<file path="config.mk">
export PLATFORM = sky130hd
export DESIGN_NAME = alu_arbiter
export DESIGN_NICKNAME = d
export VERILOG_FILES = /design/src/rtl/alu_arb_pkg.sv /design/src/rtl/rr_arb2.sv /design/src/rtl/alu_arbiter.sv
export SDC_FILE = /design/constraint.sdc
export NUM_CORES = 1
export LEC_CHECK = 0
export CAP_MARGIN = 10
export CORE_ASPECT_RATIO = 1.25
export CORE_MARGIN = 2
export CORE_UTILIZATION = 41
export CTS_CLUSTER_DIAMETER = 100
export DETAILED_ROUTE_END_ITERATION = 12
export PLACE_DENSITY = 0.89
export SLEW_MARGIN = 30
export SYNTH_ARGS = -nofsm -noshare
export SYNTH_HDL_FRONTEND = slang
export SYNTH_HIERARCHICAL = 1
export SYNTH_SLANG_ARGS = --single-unit
</file>
<file path="constraint.sdc">
create_clock -name clk_i -period 3.2 [get_ports clk_i]
set_input_delay 0.96 -clock clk_i [delete_from_list [all_inputs] [get_ports clk_i]]
set_output_delay 0.96 -clock clk_i [all_outputs]
set_load 0.01 [all_outputs]
</file>
<file path="src/rtl/alu_arb_pkg.sv">
// rtl/alu_arb_pkg.sv - shared widths, FSM encodings, ALU ctrl codes and operand helper for alu_arbiter
package alu_arb_pkg;

    localparam int DATA_W  = 32;
    localparam int CTRL_W  = 4;
    localparam int NUM_REQ = 2;

    localparam logic [1:0] ST_IDLE = 2'd0;
    localparam logic [1:0] ST_EXEC = 2'd1;
    localparam logic [1:0] ST_MUL2 = 2'd2;
    localparam logic [1:0] ST_RESP = 2'd3;

    localparam logic [CTRL_W-1:0] CTRL_AND = 4'd0;
    localparam logic [CTRL_W-1:0] CTRL_OR  = 4'd1;
    localparam logic [CTRL_W-1:0] CTRL_ADD = 4'd2;
    localparam logic [CTRL_W-1:0] CTRL_MUL = 4'd3;
    localparam logic [CTRL_W-1:0] CTRL_SUB = 4'd6;
    localparam logic [CTRL_W-1:0] CTRL_SLT = 4'd7;
    localparam logic [CTRL_W-1:0] CTRL_NOR = 4'd12;
    localparam logic [CTRL_W-1:0] CTRL_XOR = 4'd15;

    typedef struct packed {
        logic [DATA_W-1:0] src1;
        logic [DATA_W-1:0] src2;
        logic [CTRL_W-1:0] ctrl;
    } alu_op_t;

    // Pick one requester's slice out of the packed request buses.
    function automatic alu_op_t select_op(
        input logic                        id,
        input logic [NUM_REQ*DATA_W-1:0]   src1,
        input logic [NUM_REQ*DATA_W-1:0]   src2,
        input logic [NUM_REQ*CTRL_W-1:0]   ctrl
    );
        alu_op_t op;
        op.src1 = id ? src1[2*DATA_W-1:DATA_W] : src1[DATA_W-1:0];
        op.src2 = id ? src2[2*DATA_W-1:DATA_W] : src2[DATA_W-1:0];
        op.ctrl = id ? ctrl[2*CTRL_W-1:CTRL_W] : ctrl[CTRL_W-1:0];
        return op;
    endfunction

endpackage

</file>
<file path="src/rtl/rr_arb2.sv">
// rtl/rr_arb2.sv - two-way round-robin grant with last-winner pointer
module rr_arb2 (
    input  logic       clk_i,
    input  logic       rst_n,
    input  logic       en,
    input  logic [1:0] req,
    output logic [1:0] gnt
);

    // last_q holds the index of the most recent winner; reset to 1 so requester 0 wins first.
    logic last_q;

    always_comb begin
        gnt = 2'b00;
        if (en) begin
            case (req)
                2'b01:   gnt = 2'b01;
                2'b10:   gnt = 2'b10;
                2'b11:   gnt = last_q ? 2'b01 : 2'b10;
                default: gnt = 2'b00;
            endcase
        end
    end

    always_ff @(posedge clk_i or negedge rst_n) begin
        if (!rst_n) begin
            last_q <= 1'b1;
        end else if (|gnt) begin
            last_q <= gnt[1];
        end
    end

endmodule

</file>
<file path="src/rtl/alu_arbiter.sv">
// rtl/alu_arbiter.sv - shares one ALU between two requesters; ALU_ARB_MUL_STALL_EN adds a MUL2 stall cycle for multiply
module alu_arbiter
    import alu_arb_pkg::*;
(
    input  logic                      clk_i,
    input  logic                      rst_n,
    input  logic [NUM_REQ-1:0]        req_valid_i,
    output logic [NUM_REQ-1:0]        req_ready_o,
    input  logic [NUM_REQ*DATA_W-1:0] req_src1_i,
    input  logic [NUM_REQ*DATA_W-1:0] req_src2_i,
    input  logic [NUM_REQ*CTRL_W-1:0] req_ctrl_i,
    output logic [DATA_W-1:0]         alu_src1_o,
    output logic [DATA_W-1:0]         alu_src2_o,
    output logic [CTRL_W-1:0]         alu_ctrl_o,
    input  logic [DATA_W-1:0]         alu_result_i,
    input  logic                      alu_zero_i,
    output logic                      rsp_valid_o,
    input  logic                      rsp_ready_i,
    output logic                      rsp_id_o,
    output logic [DATA_W-1:0]         rsp_result_o,
    output logic                      rsp_zero_o
);

    logic [1:0]        state_q;
    alu_op_t           op_q;
    logic              id_q;
    logic              rsp_id_q;
    logic [DATA_W-1:0] rsp_result_q;
    logic              rsp_zero_q;
    logic [1:0]        grant;
    logic              arb_en;

    // Gating with rst_n keeps req_ready_o low while reset is held, even with requests pending.
    assign arb_en = (state_q == ST_IDLE) && rst_n;

    rr_arb2 u_rr_arb2 (
        .clk_i (clk_i),
        .rst_n (rst_n),
        .en    (arb_en),
        .req   (req_valid_i),
        .gnt   (grant)
    );

    assign req_ready_o  = grant;
    assign alu_src1_o   = op_q.src1;
    assign alu_src2_o   = op_q.src2;
    assign alu_ctrl_o   = op_q.ctrl;
    assign rsp_valid_o  = (state_q == ST_RESP);
    assign rsp_id_o     = rsp_id_q;
    assign rsp_result_o = rsp_result_q;
    assign rsp_zero_o   = rsp_zero_q;

    always_ff @(posedge clk_i or negedge rst_n) begin
        if (!rst_n) begin
            state_q      <= ST_IDLE;
            op_q         <= '0;
            id_q         <= 1'b0;
            rsp_id_q     <= 1'b0;
            rsp_result_q <= '0;
            rsp_zero_q   <= 1'b0;
        end else begin
            case (state_q)
                ST_IDLE: begin
                    if (|grant) begin
                        op_q    <= select_op(grant[1], req_src1_i, req_src2_i, req_ctrl_i);
                        id_q    <= grant[1];
                        state_q <= ST_EXEC;
                    end
                end
                ST_EXEC: begin
`ifdef ALU_ARB_MUL_STALL_EN
                    // Multiply gets an extra cycle; the result is taken in MUL2 instead.
                    if (op_q.ctrl == CTRL_MUL) begin
                        state_q <= ST_MUL2;
                    end else begin
                        rsp_id_q     <= id_q;
                        rsp_result_q <= alu_result_i;
                        rsp_zero_q   <= alu_zero_i;
                        state_q      <= ST_RESP;
                    end
`else
                    rsp_id_q     <= id_q;
                    rsp_result_q <= alu_result_i;
                    rsp_zero_q   <= alu_zero_i;
                    state_q      <= ST_RESP;
`endif
                end
`ifdef ALU_ARB_MUL_STALL_EN
                ST_MUL2: begin
                    rsp_id_q     <= id_q;
                    rsp_result_q <= alu_result_i;
                    rsp_zero_q   <= alu_zero_i;
                    state_q      <= ST_RESP;
                end
`endif
                ST_RESP: begin
                    if (rsp_ready_i) begin
                        state_q <= ST_IDLE;
                    end
                end
                default: begin
                    state_q <= ST_IDLE;
                end
            endcase
        end
    end

endmodule
</file>
# After elaboration in Yosys (flattened, before gate mapping)
# Cells that the tools add are included.
# word_totals
reg_bits,106
inputBits,174
output_inout_bits,105
# op_classes
eq_ne,7
muxes,9
n_reduce_logical,5
# ops
cell,n
$mux 32,2
$pmux 2 s3,2
$mux 2,4
$eq 2x2->1 const B,3
$eq 2x1->1 const B,2
$mux 4,1
$ne 2x1->1 const B,2
$reduce_and 2->1,2
$logic_not 2->1,1
$reduce_or 2->1,1
$logic_and 1x1->1,1

# Depth between registers and ports, before layout
# Gate-level depths: netlist of run 1.
# logic_depth
ltp_word,6
depth_mapped,10
depth_no_buf,7

# Cells and area by module
# The synthesis of run 1 kept the hierarchy.
# by_module_without_submodules
module,instances,cells_each,area_each_um2,seq_area_each_um2
alu_arbiter,1,304,4790.8,2627.5
rr_arb2,1,8,62.6,26.3

# Least setup slack after synthesis of run 1
# No wires, ideal clock.
# synth_timing
path_kind,input to register
startpoint,in rst_n
endpoint,"reg op_q, in the netlist alu_src1_o[0]"
setup_ns,0.125
t_arrival_ns,2.569
t_required_ns,3.075
path_slack_ns,0.506
cell_stages,7
cell_sequence,and2_1 nand2_1 a21oi_1 buf_4 clkbuf_1 mux2_2 mux2_4
# synth_between
elab_chain_len,4
elab_cells_between_ends,5
# synth_rtl
element,line_no,rtl
start: declaration,alu_arbiter.sv:6,"input logic rst_n,"
$logic_and 1x1->1 *,alu_arbiter.sv:34,assign arb_en = (state_q == ST_IDLE) && rst_n;
$mux 2 *,rr_arb2.sv:15,if (en) begin
via req_ready_o[1],alu_arbiter.sv:8,"output logic [NUM_REQ-1:0] req_ready_o,"
$reduce_or 2->1,alu_arbiter.sv:64,if (|grant) begin
$reduce_and 2->1 (no source line),n/a,
end signal: assignment,alu_arbiter.sv:65,"op_q <= select_op(grant[1], req_src1_i, req_src2_i, req_ctrl_i);"
end: declaration,alu_arbiter.sv:25,alu_op_t op_q;
# The timed path passes the listed nets; every way through them passes the cells marked *.
# A chain may end at the register's enable or synchronous reset.

# Worst setup path after layout of run 1
# layout_timing
startpoint,in req_valid_i[0]
endpoint,out req_ready_o[0]
# layout_between
elab_chain_len,3
elab_cells_between_ends,5
# layout_rtl
element,line_no,rtl
start: declaration,alu_arbiter.sv:7,"input logic [NUM_REQ-1:0] req_valid_i,"
$eq 2x2->1 / $eq 2x1->1 (equally long branches),rr_arb2.sv:16,case (req)
$pmux 2 s3 *,rr_arb2.sv:16,
$mux 2 *,rr_arb2.sv:15,
end: declaration,alu_arbiter.sv:8,
# Every way passes the cells marked *; elsewhere a longest branch is shown, timed or not.

==> results of run 1 <==
==> power by group through the flow <==
stage                     sequential, mW  combinational (mW)  clock, mW
after global routing                2.50                3.56       1.27
final                               2.40                3.36       1.18
after global placement              2.38                3.31          0
after detailed placement            2.44                3.41          0
after CTS                           2.42                3.42       1.21
after floorplan                     2.70                1.23          0
==> critical path, stage by stage <==
cell	delay, ns
clkdlybuf4s50_1	0.48
nand2_1	0.07
a21oi_1	0.18
dlygate4sd2_1	0.30
==> cell type report <==
type / instances / area share [%]
clock buffer: 9 / 2.770
clock inverter: 7 / 1.262
inverter: 1 / 0.04616
multi-input combinational: 186 / 25.48
sequential: 106 / 32.64
tap: 138 / 2.123
timing repair buffer: 289 / 35.68
==> layer usage <==
layer,vias up,global-route usage [%],routed length (um)
met5,-,0,0
met1,1754,20.20,4354
met3,30,6.659,1158
met2,176,38.76,7075
li1,1690,-,-
met4,0,8.983,442
==> registers in the layout (all words and copies together) (netlist names) <==
signal / count
u_rr_arb2/last_q: 1
rsp_zero_o: 1
alu_src1_o: 32
rsp_id_o: 1
alu_src2_o: 32
rsp_result_o: 32
id_q: 1
state_q: 2
alu_ctrl_o: 4
==> path summary, 6_finish.rpt <==
| check | from | endpoint | slack (ns) | depth (start not counted) |
|---|---|---|---|---|
| min in group asynchronous | rst_n | alu_src1_o[15] | 0.71 | 2 |
| worst min-delay path | id_q | id_q | 0.50 | 1 |
| worst max register to register | state_q[1] | alu_src1_o[21] | 0.60 | 9 |
| worst min register to register | id_q | id_q | 0.50 | 1 |
| worst max-delay path | req_valid_i[0] | req_ready_o[0] | 0.25 | 4 |
| max in group asynchronous | rst_n | alu_src2_o[19] | 1.29 | 3 |
==> repair_timing <==
action / 4_1_cts / 5_1_grt
buffers inserted: 0 / 0
hold endpoints to repair: 0 / 0
gates resized for setup: 1 / 1
endpoints found under the setup margin: 1 / 1
==> cell families (layout without fill, tap and decap cells) <==
| family | after synthesis | after routing | synth area share [%] |
|---|---|---|---|
| AO/OA/AOI/OAI | 6 | 6 | 0.8767 |
| buffers and inverters | 20 | 306 | 2.861 |
| flip-flops | 106 | 106 | 54.68 |
| multiplexers | 170 | 170 | 40.29 |
| AND/OR/NAND/NOR | 10 | 10 | 1.289 |
==> cell usage in the layout (no fill, tap or decap), types with 2 or more instances in the layout <==
| cell | n |
|---|---|
| dfrtp_1 | 105 |
| mux2_2 | 159 |
| buf_12 | 3 |
| buf_4 | 9 |
| and2_1 | 2 |
| bufinv_16 | 2 |
| clkinv_4 | 3 |
| nand2_1 | 3 |
| clkbuf_16 | 9 |
| mux2_4 | 11 |
| clkdlybuf4s50_1 | 275 |
==> stage by stage <==
step | total power [mW] | util [%]
after floorplan | 3.929 | -
after global placement | 5.692 | 67.49
after detailed placement | 5.847 | 67.49
after CTS | 7.043 | 70.31
after global routing | 7.320 | 70.34
final | 6.936 | 70.34
==> flow_metrics.tcl, run 1 <==
set metrics [dict create \
    clk_latency_ns 0.34 \
    cts.clk_slew.worst_paths_ns 0.07 \
    power_density_nw_per_um2 853.0 \
    ir_drop_mv 0.5010 \
    cts_root_buf "clkbuf_16" \
    pin_count 279 \
    synthCells 312 \
    syn_to_final_growth_pct 67.54 \
    slew_headroom_pct 49.69 \
    cts_hold_buffers 0 \
    finalHoldViolations 0 \
    drv_cap 0 \
    final.setup.tns_ns 0 \
    endpoint_kind "output port" \
    grt_pass1_wl_um 20360 \
    synth_area_leader_cell "dfrtp_1" \
    clock.fmax_ghz 0.3387 \
    drc_errors 0 \
    arrival_ns 1.99 \
    synthTopCellsByCount "mux2_2 (159), dfrtp_1 (105), mux2_4 (11), buf_2 (9), buf_6 (5)" \
    synth_ff_type "dfrtp_1" \
    vias 3650 \
    drt-initial-drc-count 52 \
    overflow 0 \
    synth_area_leaders "dfrtp_1 (54%), mux2_2 (37%), mux2_4 (3.4%)" \
    p_sw_mw 2.045 \
    crit_type "in2out" \
    final_cells 736 \
    fp.dieW_um 101.3 \
    cts_tree "yes" \
    htreeDepth 3 \
    tightest_slew_ns 0.7546 \
    worstPathRequired_ns 2.24 \
    yosysSeqAreaShare_pct 54.68 \
    dp_slack_ns -0.03438 \
    syn_area_sq_um 4853 \
    synth.most_common_cell "mux2_2" \
    start_kind "input pin" \
    dr.pass1.iters 4 \
    synth_edf_count 0 \
    p_comb_share_pct 48.4 \
    postSynthAreaPerCell_sq_um 15.56 \
    grt_usage_pct 20.68 \
    finalClockSkew_ns 0.006281 \
    finalSetupViolCount 0 \
    internal_power_mw 4.892 \
    finalWorstSetupSlack_ns 0.2475 \
    cts_buffer_depth 2 \
    final_nets 767 \
    placed_cells_incl_taps 720 \
    design_area_sq_um 8132 \
    rows 44 \
    post-route-period-util_pct 92.27 \
    diodes 0 \
    place.gp.congestion 0.7615 \
    yosys_warnings 6 \
    dpl_cell_area_sq_um 7802 \
    p_leak_nw 3.310 \
    dieArea_sq_um 12730 \
    multi_input_area_sq_um 2072 \
    status "completed" \
    post-dp-hpwl_um 10320 \
    avgRoutedWirePerCell_um 17.71 \
    ant_nets 0 \
    ys_types 21 \
    numPortBuffers 278 \
    holdWs_ns 0.4968 \
    die_h_um 125.6 \
    cts.sinks 106 \
    synth-seq-cells 106 \
    vias_per_cell 4.959 \
    rsz0062_at_grt "false" \
    grt_max_degree 61 \
    cp_max_fo 2 \
    p_clk_share_pct 17.0 \
    start_util_pct 41.98 \
    hp-class "reg2reg" \
    period_minus_slack_ns 2.953 \
    core_area_sq_um 11560 \
    routed_wl_um 13030 \
    swShare_pct 29.48 \
    seqPwrFrac_pct 34.6 \
    drive_above_1_share_pct 33.95 \
    finalMaxSlewViolations 0 \
    syn_nets 486 \
    antenna_found_initial 0 \
    synthArstFlopShare_pct 100.0 \
    grt_pass1_vias 4082 \
    register_area_sq_um 2654 \
    yosysTopAreaCellShare_pct 54.14 \
    numCtsBuffers 9 \
    fill_cells 801 \
]
No activity file was read; power rests on OpenSTA's default activity.
==> run 2, diff against run 1 <==
--- a/config.mk
+++ b/config.mk
@@ -11,7 +11,7 @@
 export CORE_UTILIZATION = 41
 export CTS_CLUSTER_DIAMETER = 100
 export DETAILED_ROUTE_END_ITERATION = 12
-export PLACE_DENSITY = 0.89
+export PLACE_DENSITY = 0.88
 export SLEW_MARGIN = 30
 export SYNTH_ARGS = -nofsm -noshare
 export SYNTH_HDL_FRONTEND = slang
==> run 2 against run 1 <==
  * Critical path type unchanged
  * Register-to-register slack better by 0.06 ns
  * Flip-flop and latch count stayed put
  * Via count decreased by 0.41%
  * Die area unchanged
  * Largest cell class unchanged
  * Clock power barely moved
  * Critical endpoint is now req_ready_o[1]
  * Utilization down 0.14 points
  * Clock skew increased by 0.0020 ns
  * Cell area shrank 0.20%
  * Critical path depth is the same
  * Fmax is essentially flat
  * Global-route usage decreased by 0.058 points
==> flow_metrics.tcl, run 2 (synthesized netlist as in run 1, its figures left out) <==
set metrics [dict create \
    status "completed" \
    routed_wl_um 13230 \
    overflow 0 \
    rows 44 \
    cts_buffer_depth 2 \
    vias 3635 \
    hp-start "alu_src2_o[25]" \
    start_kind "input pin" \
    drive_above_1_share_pct 33.95 \
    vias_per_cell 4.939 \
    numPortBuffers 278 \
    slew_headroom_pct 50.53 \
    seqPwrFrac_pct 34.6 \
    drc_errors 0 \
    drv_cap 0 \
    grt_usage_pct 20.62 \
    endpoint_kind "output port" \
    clock.fmax_ghz 0.3388 \
    drt-initial-drc-count 53 \
    hold_depth 1 \
    period_minus_slack_ns 2.952 \
    fp.dieW_um 101.3 \
    worstPathRequired_ns 2.24 \
    finalClockSkew_ns 0.008263 \
    antenna_found_initial 0 \
    p_leak_nw 3.288 \
    htreeDepth 3 \
    ff2ff_setup_slack_ns 0.66 \
    core_area_sq_um 11560 \
    cts.sinks 106 \
    final_util_pct 70.19 \
    finalHoldViolations 0 \
    ir_drop_mv 0.4557 \
    final_nets 767 \
    pin_count 279 \
    grt_max_degree 61 \
    p_comb_share_pct 48.3 \
    place.gp.congestion 0.7496 \
    r2r-start "state_q[1]" \
    swShare_pct 29.81 \
    dr.pass1.iters 4 \
    holdWs_ns 0.5053 \
    post_cts_buffers 0 \
    internal_power_mw 4.885 \
    arrival_ns 1.99 \
    avgRoutedWirePerCell_um 17.97 \
    numCtsBuffers 9 \
    cts_root_buf "clkbuf_16" \
    dieArea_sq_um 12730 \
    die_h_um 125.6 \
    final_cells 736 \
    syn_to_final_growth_pct 67.21 \
    post-dp-hpwl_um 10300 \
    cts.clk_slew.worst_paths_ns 0.07 \
    power_density_nw_per_um2 857.6 \
    reg2regPathDepth 8 \
    diodes 0 \
    post-route-period-util_pct 92.24 \
    placed_cells_incl_taps 720 \
    cts_tree "yes" \
    hp-class "reg2reg" \
    finalPower_mw 6.959 \
    p_clk_share_pct 17.1 \
    cts_hold_buffers 0 \
    finalMaxSlewViolations 0 \
    rsz0062_at_grt "false" \
    hold_path_end "alu_src2_o[25]" \
    final.setup.tns_ns 0 \
    start_util_pct 41.98 \
    ant_nets 0 \
    p_sw_mw 2.074 \
    crit_type "in2out" \
    grt_pass1_wl_um 20090 \
    layout_commonest_cell "clkdlybuf4s50_1" \
    tightest_slew_ns 0.7420 \
    timing.rr.end "alu_src2_o[22]" \
    clk_latency_ns 0.34 \
    grt_pass1_vias 3994 \
    finalSetupViolCount 0 \
    fill_cells 817 \
    cp_max_fo 2 \
    final_cell_mix "clkdlybuf4s50_1 (275), mux2_2 (159), dfrtp_1 (105)" \
]
run 2: through the flow:
| stage | cell area, sq um | setup WS, ns |
|---|---|---|
| CTS | 8115 | 0.2611 |
| floorplan | 4853 | 0.5060 |
| detailed placement | 7790 | 0.004624 |
| global placement | 7790 | 0.01208 |
| global route | 8115 | 0.1902 |
| finish | 8115 | 0.2484 |
run 2: power by group through the flow:
stage                     Sequential (mW)  Clock [mW]  Combinational, mW
after CTS                            2.42        1.22               3.41
final                                2.41        1.19               3.36
after detailed placement             2.44           0               3.39
after global routing                 2.49        1.27               3.56
after global placement               2.38           0               3.32
after floorplan                      2.70           0               1.23
run 2: worst max-delay path by stage:
stage | endpoint | startpoint | cells past startpoint | slack [ns]
4_1_cts | req_ready_o[1] | req_valid_i[1] | 4 | 0.26
6_report | req_ready_o[1] | req_valid_i[1] | 4 | 0.25
3_5_place_dp | req_ready_o[1] | req_valid_i[1] | 4 | 0.005
2_1_floorplan | alu_src1_o[0] | rst_n | 7 | 0.51
5_1_grt | req_ready_o[0] | req_valid_i[0] | 4 | 0.19
3_3_place_gp | req_ready_o[0] | req_valid_i[0] | 4 | 0.01
run 2: cell type report:
type | count | area (sq um) | area share, %
inverter | 1 | 3.754 | 0.04625
timing repair buffer | 289 | 2885 | 35.55
sequential | 106 | 2654 | 32.70
multi-input combinational | 186 | 2072 | 25.53
clock buffer | 9 | 225.2 | 2.775
clock inverter | 7 | 102.6 | 1.264
tap | 138 | 172.7 | 2.128
run 2: layer usage:
layer	up-vias	part of all wire (%)	global-route usage (%)	routed length (um)
met2	189	53	37.44	7018
li1	1683	-	-	-
met3	31	9.2	7.270	1212
met1	1732	34	20.93	4546
met5	-	0	0	0
met4	0	3.4	8.824	449
run 2: what timing repair did:
item	in CTS	in global routing
endpoints found under the setup margin	2	0
hold endpoints to repair	0	0
gates resized for setup	2	0
run 2: worst max-delay path, cell delays in order:
cell and delay (ns):
clkdlybuf4s50_1 0.49, nand2_1 0.12, a21oi_4 0.14, dlygate4sd2_1 0.28
